===== config.mk =====
export PLATFORM = sky130hd
export DESIGN_NAME = request_unit
export DESIGN_NICKNAME = d
export VERILOG_FILES = /design/src/rtl/request_unit.sv
export SDC_FILE = /design/constraint.sdc
export NUM_CORES = 1
export LEC_CHECK = 0
export CORE_MARGIN = 1.5
export CORE_UTILIZATION = 45
export DETAILED_ROUTE_END_ITERATION = 10
export PLACE_DENSITY = 0.81
export REMOVE_ABC_BUFFERS = 1
export SYNTH_ARGS = -nofsm -noshare
export SYNTH_HDL_FRONTEND = slang
export SYNTH_SLANG_ARGS = --single-unit

===== constraint.sdc =====
create_clock -name CLK -period 2.9 [get_ports CLK]
set_input_delay 0.58 -clock CLK [delete_from_list [all_inputs] [get_ports CLK]]
set_output_delay 0.58 -clock CLK [all_outputs]
set_load 0.01 [all_outputs]

===== src/rtl/request_unit.sv =====
// Memory-request sequencer: turns decoded data-access intents into held dREN/dWEN
// requests, drives PC/fetch enables, and counts data-stall cycles (saturating).
//
// state  | meaning
// IDLE   | waiting for ihit; launches a data request, a halt, or advances the PC
// DREQ   | data request held toward memory until dhit
// HALTED | terminal; all inputs ignored until reset
module request_unit #(
  parameter int CNT_W = 16
) (
  input  logic             CLK,
  input  logic             nRST,
  input  logic             ihit,
  input  logic             dhit,
  input  logic             dRENi,
  input  logic             dWENi,
  input  logic             halt_i,
  output logic             dREN,
  output logic             dWEN,
  output logic             iREN,
  output logic             pcEN,
  output logic             halt,
  output logic [CNT_W-1:0] stall_cnt
);

  typedef enum logic [1:0] {
    IDLE   = 2'd0,
    DREQ   = 2'd1,
    HALTED = 2'd2
  } state_t;

  localparam logic [CNT_W-1:0] CNT_MAX = {CNT_W{1'b1}};

  state_t           r_state;
  logic             r_dren;
  logic             r_dwen;
  logic             r_halt;
  logic [CNT_W-1:0] r_stall_cnt;

  state_t           w_state_nxt;
  logic             w_dren_nxt;
  logic             w_dwen_nxt;
  logic             w_halt_nxt;
  logic [CNT_W-1:0] w_stall_cnt_nxt;
  logic             w_pc_en;

  always_ff @(posedge CLK or negedge nRST) begin
    if (!nRST) begin
      r_state     <= IDLE;
      r_dren      <= 1'b0;
      r_dwen      <= 1'b0;
      r_halt      <= 1'b0;
      r_stall_cnt <= '0;
    end else begin
      r_state     <= w_state_nxt;
      r_dren      <= w_dren_nxt;
      r_dwen      <= w_dwen_nxt;
      r_halt      <= w_halt_nxt;
      r_stall_cnt <= w_stall_cnt_nxt;
    end
  end

  always_comb begin
    w_state_nxt     = r_state;
    w_dren_nxt      = r_dren;
    w_dwen_nxt      = r_dwen;
    w_halt_nxt      = r_halt;
    w_stall_cnt_nxt = r_stall_cnt;
    w_pc_en         = 1'b0;

    unique case (r_state)
      IDLE: begin
        if (ihit) begin
          // halt outranks any data access decoded in the same instruction
          if (halt_i) begin
            w_state_nxt = HALTED;
            w_halt_nxt  = 1'b1;
            w_dren_nxt  = 1'b0;
            w_dwen_nxt  = 1'b0;
          end else if (dWENi) begin
            w_state_nxt = DREQ;
            w_dwen_nxt  = 1'b1;
            w_dren_nxt  = 1'b0;
          end else if (dRENi) begin
            w_state_nxt = DREQ;
            w_dren_nxt  = 1'b1;
            w_dwen_nxt  = 1'b0;
          end else begin
            w_pc_en = 1'b1;
          end
        end
      end

      DREQ: begin
        if (dhit) begin
          w_state_nxt = IDLE;
          w_dren_nxt  = 1'b0;
          w_dwen_nxt  = 1'b0;
          w_pc_en     = 1'b1;
        end else if (r_stall_cnt != CNT_MAX) begin
          w_stall_cnt_nxt = r_stall_cnt + CNT_W'(1);
        end
      end

      HALTED: begin
        w_dren_nxt = 1'b0;
        w_dwen_nxt = 1'b0;
        w_halt_nxt = 1'b1;
      end

      default: begin
        w_state_nxt = IDLE;
        w_dren_nxt  = 1'b0;
        w_dwen_nxt  = 1'b0;
      end
    endcase
  end

  assign dREN      = r_dren;
  assign dWEN      = r_dwen;
  assign halt      = r_halt;
  assign stall_cnt = r_stall_cnt;
  assign pcEN      = w_pc_en & nRST;
  assign iREN      = ~r_halt & nRST;

endmodule


==> results of run 1 <==
[layer usage]
metal  vias up  global-route usage  share of wire
met5         -                   0              0
met4         0              0.0921          0.016
met3         4              0.0263          0.044
met2        25               0.286           0.49
met1       416               0.240           0.45
li1        408                   -              -
[cell usage after synthesis, drive strengths merged, types with 2 or more instances]
cell type | count | area (um^2)
a21oi | 3 | 15.0
and3 | 2 | 12.5
and4 | 2 | 17.5
buf | 2 | 22.5
dfrtp | 21 | 526
nand2 | 5 | 18.8
nand3 | 3 | 15.0
nand4 | 5 | 31.3
nor2 | 7 | 26.3
nor3 | 8 | 40.0
nor3b | 3 | 22.5
nor4 | 2 | 33.8
xor2 | 14 | 123
[worst min path at each step]
| stage | start | to |
|---|---|---|
| floorplan | nRST | dREN |
| global placement | stall_cnt[7] | stall_cnt[7] |
| detailed placement | halt | halt |
| CTS | stall_cnt[15] | stall_cnt[15] |
| global route | stall_cnt[7] | stall_cnt[7] |
| finish | stall_cnt[7] | stall_cnt[7] |
[cell type report]
class	count	area (um^2)	area share
flip-flops and latches	21	526	0.378
well taps	28	35.0	0.0252
clock buffers	4	26.3	0.0189
multi-input cells	71	502	0.361
repair buffers	31	300	0.216
[state kept, by name, summed over array words and instances (netlist names)]
signal,cells
stall_cnt,16
dWEN,1
r_state,2
halt,1
dREN,1
[critical path: stages]
cell,delay (ns)
sky130_fd_sc_hd__clkdlybuf4s50_1,0.45
sky130_fd_sc_hd__nor3_1,0.21
sky130_fd_sc_hd__a31oi_1,0.12
sky130_fd_sc_hd__nor3b_1,0.19
sky130_fd_sc_hd__clkdlybuf4s50_1,0.56
[cell families after synthesis]
| family | after synthesis |
|---|---|
| multiplexers | 1 |
| AND/OR/NAND/NOR | 45 |
| adder cells (fa/ha/maj) | 1 |
| buffers and inverters | 2 |
| flip-flops | 21 |
| XOR/XNOR | 15 |
| AO/OA/AOI/OAI | 9 |
[where the power goes]
| part | switching [mW] | internal, mW |
|---|---|---|
| Combinational | 0.122 | 0.166 |
| Sequential | 0.0751 | 0.348 |
| Clock | 0.0820 | 0.0536 |
[stage by stage]
step	power, mW	hold slack (ns)
3_3_place_gp	0.707	0.473
5_1_grt	0.911	0.525
3_5_place_dp	0.719	0.486
4_1_cts	0.858	0.508
2_1_floorplan	0.568	0.284
6_report	0.847	0.499
==> results.rst, run 1 <==
.. list-table::
   :header-rows: 1

   * - Metric
     - Value
   * - Run status
     - finished clean
   * - Clock edge transition at the registers on the reported setup and hold paths
     - 0.10 ns
   * - Number of port buffers
     - 27
   * - Core Area
     - 2210 um^2
   * - Final setup violating endpoints
     - 0
   * - Critical Path Start
     - halt_i
   * - Clock tree root buffer cell
     - sky130_fd_sc_hd__clkbuf_4
   * - Share of synthesized cell area in and, or, nand and nor gates
     - 0.269
   * - Worst reg2reg path endpoint
     - stall_cnt[7]
   * - Placed cell area
     - between 1000 and 1500 um^2
   * - Setup repair bufs after CTS
     - 0
   * - Final worst-path cycle share
     - 0.928
   * - Lkg Pwr
     - 0.621 nW
   * - Initial Utilization
     - 0.475
   * - Layout-stage area growth over the synthesis result
     - 32.3%
   * - Post-layout nets
     - around 140
   * - R2R setup slack
     - 0.96 ns
   * - Grt total ovfl
     - 0
   * - Flip-flop and latch count after synthesis
     - 21
   * - Wire length of the first global-routing pass
     - 3.51 mm
   * - Synthesized netlist cell count
     - 94
   * - DRC
     - 0
   * - Height of the die
     - 51.3 um
   * - Async SR Flop Fraction
     - 1.00
   * - Worst-case setup slack after placement
     - 0.219 ns
   * - Netlist area before placement
     - 1050 um^2
   * - Kind of path behind the tightest hold check
     - reg -> reg
   * - Count of H-tree levels built during CTS
     - 1
   * - Clock buffer depth
     - 2
   * - Source-to-sink clock delay at the later pin of the worst-skew pair
     - around 0.30 ns
   * - Critical path start-end classification
     - in -> out
   * - Routed length per instance
     - approximately 14 um
   * - Area enclosed by the die boundary
     - roughly 2600 um^2
   * - Complex-gate fraction of the synthesized area
     - 0.0608
   * - Floorplan row count
     - 17
   * - Required time of the worst setup path
     - 2.32 ns
   * - Via count of the first global-routing pass
     - 803
   * - Final std cells w/o fill
     - 155
   * - EDFF count, synth
     - 0
   * - Remaining max-slew budget at the tightest pin
     - 0.653
   * - Drt initial violations
     - 6
   * - Number of warnings reported in the yosys synthesis log
     - 0
   * - Number of placed I/O pins
     - 28
   * - Total count of hold-check failures in the final report
     - 0
   * - Worst R2R Path Depth
     - 6
   * - Power Density
     - 610 nW/um^2
   * - Post-synthesis mux area share
     - 0.0107
   * - Max capacitance violation total
     - 0
   * - Final period demand of the worst path
     - 2.69 ns
   * - Number of search-and-repair iterations in the first detailed-routing pass
     - 4
   * - DIE WIDTH
     - between 50 and 60 um
   * - Fmax achieved
     - 372 MHz
   * - Largest driver fanout on the critical path
     - 3
   * - Number of antenna violations at the first check in global routing
     - 0
   * - Fraction of final layout cells with drive strength greater than 1
     - 0.110
   * - Clock buffers created by TritonCTS
     - 3
   * - Peak VDD IR
     - roughly 510 uV
   * - Post-route setup TNS
     - 0 ns
   * - Routed wire length
     - around 2.1 mm
   * - Critical Path Sink
     - pcEN
   * - Most frequent cells in the layout
     - sky130_fd_sc_hd__clkdlybuf4s50_1, sky130_fd_sc_hd__dfrtp_1, sky130_fd_sc_hd__xor2_1, sky130_fd_sc_hd__nor3_1, sky130_fd_sc_hd__nor2_1
   * - Final slew viol count
     - 0
   * - Portion of the post-synthesis area used by sequential elements
     - 0.501
   * - CTS sink count
     - 21
   * - Placed cells
     - between 150 and 200
   * - Fill cell count
     - 181
   * - Total track usage
     - 0.180
   * - Remaining number of nets flagged by the antenna check after routing
     - 0
   * - Critical path capture point type
     - output port
   * - Most common cell after layout, fill and taps aside
     - sky130_fd_sc_hd__clkdlybuf4s50_1
   * - Post-route standard cell area excluding fillers
     - 1390 um^2
   * - Arrival time at the worst endpoint
     - between 2 and 2.5 ns
   * - Setup repair after global routing missed its margin
     - false
   * - Pin count of the biggest net entering global routing
     - 12
   * - Syn Area/Cell
     - 11.2 um^2
   * - Detailed-route via count
     - 853
   * - Resize count post-CTS
     - 0
   * - Hold buffers post-CTS
     - 0
   * - Number of unique standard cell types used by synthesis
     - 31
   * - Post-Synth Adder-Cell Area
     - 0.0119
   * - CTS tree
     - built
   * - Post-synthesis share of cell area spent on xor and xnor gates
     - 0.125
   * - Critical register-to-register path startpoint
     - stall_cnt[0]
   * - Routability congestion estimate from global placement
     - 0.780
   * - Ys flop type
     - sky130_fd_sc_hd__dfrtp_1
   * - Ant. Diodes
     - 0
   * - Post-Route Skew
     - around 0.0051 ns
   * - Count of cells along the worst hold path
     - 1
   * - Via density per instance
     - 5.50
   * - Dominant combinational cell family by area after synthesis
     - simple AND/OR/NAND/NOR gates
   * - Final setup margin
     - ~0.21 ns
   * - Launching element type of the critical path
     - primary input
   * - Final core utilization
     - 0.628
   * - Placed wire-length estimate after detailed placement
     - ~1.6 mm
   * - Worst Max-Slew Pin Slew
     - 0.520 ns
Power figures use the tool's default switching activity.
==> run 2: changes to the inputs <==
- CORE_MARGIN: 1.5 -> 3
- CTS_CLUSTER_SIZE: not set -> 8
==> run 2 against run 1 <==
Sequential power up 0.9%. Clock skew is 0.00082 ns higher. Critical endpoint unchanged. Final area increased by 0.36%. Global-route usage increased by 1.8 points. Die area grew 12%. Clock power is 4% higher. Non-clock buffer count did not move. Hold slack gained 0.0036 ns.
==> results.rst, run 2 (same netlist as run 1, synthesis figures left out) <==
.. list-table::
   :header-rows: 1

   * - Metric
     - Value
   * - Post-route setup TNS
     - 0 ns (unchanged)
   * - Fmax achieved
     - 370 MHz (was 372 MHz)
   * - Number of antenna violations at the first check in global routing
     - 0 (unchanged)
   * - Clock edge transition at the registers on the reported setup and hold paths
     - 0.11 ns (was 0.10 ns)
   * - Total count of hold-check failures in the final report
     - 0 (unchanged)
   * - Routed length per instance
     - 15.5 um (was 13.6 um)
   * - Total track usage
     - 0.198 (was 0.180)
   * - Remaining max-slew budget at the tightest pin
     - 0.538 (was 0.653)
   * - Core Area
     - 2080 um^2 (was 2210 um^2)
   * - Critical Path Slowest Stage Cell
     - sky130_fd_sc_hd__clkdlybuf4s50_1 (unchanged)
   * - Count of H-tree levels built during CTS
     - 1 (unchanged)
   * - Max capacitance violation total
     - 0 (unchanged)
   * - Area enclosed by the die boundary
     - 2950 um^2 (was 2630 um^2)
   * - Buf+Inv Stages, Crit Path
     - 2 (unchanged)
   * - Run status
     - finished clean (unchanged)
   * - Post-Route Skew
     - 0.00589 ns (was 0.00507 ns)
   * - Final setup violating endpoints
     - 0 (unchanged)
   * - Wire length of the first global-routing pass
     - 4.07 mm (was 3.51 mm)
   * - Kind of path behind the tightest hold check
     - reg -> reg (unchanged)
   * - Final setup margin
     - 0.194 ns (was 0.209 ns)
   * - Number of placed I/O pins
     - 28 (unchanged)
   * - Source-to-sink clock delay at the later pin of the worst-skew pair
     - 0.30 ns (about the same)
   * - CTS tree
     - built (unchanged)
   * - Final worst-path cycle share
     - 0.933 (was 0.928)
   * - Layout-stage area growth over the synthesis result
     - 32.8% (was 32.3%)
   * - Via density per instance
     - 5.55 (was 5.50)
   * - Number of search-and-repair iterations in the first detailed-routing pass
     - 4 (unchanged)
   * - Number of port buffers
     - 27 (unchanged)
   * - Grt total ovfl
     - 0 (unchanged)
   * - Overall power after layout
     - 864 uW (was 847 uW)
   * - Lkg Pwr
     - 0.625 nW (was 0.621 nW)
   * - Ordered list of cells on the worst path
     - clkdlybuf4s50_1 -> nor3_2 -> a31oi_1 -> nor3b_1 -> clkdlybuf4s50_1 (was clkdlybuf4s50_1 -> nor3_1 -> a31oi_1 -> nor3b_1 -> clkdlybuf4s50_1)
   * - Power Density
     - 620 nW/um^2 (was 610 nW/um^2)
   * - Detailed-route via count
     - 855 (was 853)
   * - Arrival time at the worst endpoint
     - 2.13 ns (was 2.11 ns)
   * - Clock buffer depth
     - 2 (unchanged)
   * - Floorplan row count
     - 16 (was 17)
   * - Flip-flop count of the largest register, all copies and words added
     - 16 (unchanged)
   * - Via count of the first global-routing pass
     - 840 (was 803)
   * - Setup repair after global routing missed its margin
     - false (unchanged)
   * - Routed wire length
     - 2.39 mm (was 2.10 mm)
   * - Worst Max-Slew Pin Slew
     - 0.691 ns (was 0.520 ns)
   * - Critical path capture point type
     - output port (unchanged)
   * - Pin count of the biggest net entering global routing
     - 13 (was 12)
   * - Top Family by Delay on Critical Path
     - buffers and inverters (unchanged)
   * - Launching element type of the critical path
     - primary input (unchanged)
   * - Placed wire-length estimate after detailed placement
     - 1.82 mm (was 1.57 mm)
   * - Peak VDD IR
     - 505 uV (was 507 uV)
   * - Critical path start-end classification
     - in -> out (unchanged)
   * - Post-layout nets
     - 136 (unchanged)
   * - Fraction of final layout cells with drive strength greater than 1
     - 0.126 (was 0.110)
   * - Routability congestion estimate from global placement
     - 0.764 (was 0.780)
   * - Most common cell after layout, fill and taps aside
     - sky130_fd_sc_hd__clkdlybuf4s50_1 (unchanged)
   * - Final period demand of the worst path
     - 2.71 ns (was 2.69 ns)
   * - Remaining number of nets flagged by the antenna check after routing
     - 0 (unchanged)
   * - R2R setup slack
     - 0.81 ns (was 0.96 ns)
   * - Ant. Diodes
     - 0 (unchanged)
   * - DRC
     - 0 (unchanged)
   * - DIE WIDTH
     - 54.3 um (was 51.3 um)
   * - Clock buffers created by TritonCTS
     - 3 (unchanged)
   * - Required time of the worst setup path
     - 2.32 ns (about the same)
   * - CTS sink count
     - 21 (unchanged)
   * - Clock tree root buffer cell
     - sky130_fd_sc_hd__clkbuf_4 (unchanged)
   * - Initial Utilization
     - 0.504 (was 0.475)
   * - Library cell appearing most often on the critical path
     - sky130_fd_sc_hd__clkdlybuf4s50_1 (unchanged)
   * - Final slew viol count
     - 0 (unchanged)
   * - Most frequent cells in the layout
     - sky130_fd_sc_hd__clkdlybuf4s50_1, sky130_fd_sc_hd__dfrtp_1, sky130_fd_sc_hd__xor2_1, sky130_fd_sc_hd__nor2_1, sky130_fd_sc_hd__nor3_1 (was sky130_fd_sc_hd__clkdlybuf4s50_1, sky130_fd_sc_hd__dfrtp_1, sky130_fd_sc_hd__xor2_1, sky130_fd_sc_hd__nor3_1, sky130_fd_sc_hd__nor2_1)
   * - Height of the die
     - 54.3 um (was 51.3 um)
   * - Peak per-stage delay on the critical path
     - 0.59 ns (was 0.56 ns)
   * - Drt initial violations
     - 15 (was 6)
   * - Worst-case setup slack after placement
     - 0.151 ns (was 0.219 ns)
   * - Largest driver fanout on the critical path
     - 3 (unchanged)
[run 2: cell types whose count changed in the layout (fill, tap and decap cells not counted), sizes merged]
cell    change
clkbuf      -1
clkinv      +1
[run 2: worst paths after layout]
kind,from,endpoint,depth (start not counted)
min in group asynchronous,nRST,stall_cnt[4],2
worst max-delay path,halt_i,pcEN,5
worst min-delay path,stall_cnt[7],stall_cnt[7],1
max in group asynchronous,nRST,r_state[1],2
worst min register to register,stall_cnt[7],stall_cnt[7],1
worst max register to register,stall_cnt[1],stall_cnt[4],6
[run 2: cell type report]
class | count | area (um^2)
fillers | 183 | 688
flip-flops and latches | 21 | 526
multi-input cells | 71 | 507
repair buffers | 31 | 300
well taps | 27 | 33.8
clock buffers | 3 | 22.5
clock inverters | 1 | 5.00
[run 2: metrics by stage]
step | hold slack (ns) | utilization | cell area [um^2] | cells
3_5_place_dp | 0.489 | 0.654 | 1360 | 150
3_3_place_gp | 0.469 | 0.654 | 1360 | 150
5_1_grt | 0.529 | 0.669 | 1390 | 154
4_1_cts | 0.505 | 0.667 | 1390 | 154
6_report | 0.503 | 0.669 | 1390 | 154
2_1_floorplan | 0.284 | - | 1030 | 92
[run 2: metal layers]
metal  vias up  wire (um)  track usage
met3         4         82       0.0436
met4         0         45       0.0913
li1        414          -            -
met2        15       1210        0.321
met1       422       1050        0.249
met5         -          0            0
[run 2: timing repair]
item	in CTS	in global routing
hold buffers	0	0
resized for setup	0	1
buffers inserted	0	0
setup endpoints to repair	0	1
[run 2: report_power, final]
group	leakage [nW]	switching (mW)	internal, mW
clock	0.0177	0.0896	0.0514
combinational	0.330	0.129	0.167
sequential	0.277	0.0794	0.348
==> run 3: changes to the inputs <==
- GPL_ROUTABILITY_DRIVEN: not set -> 0
==> results of run 3 <==
The final DEF is identical to that of run 2; final timing and power are the same.
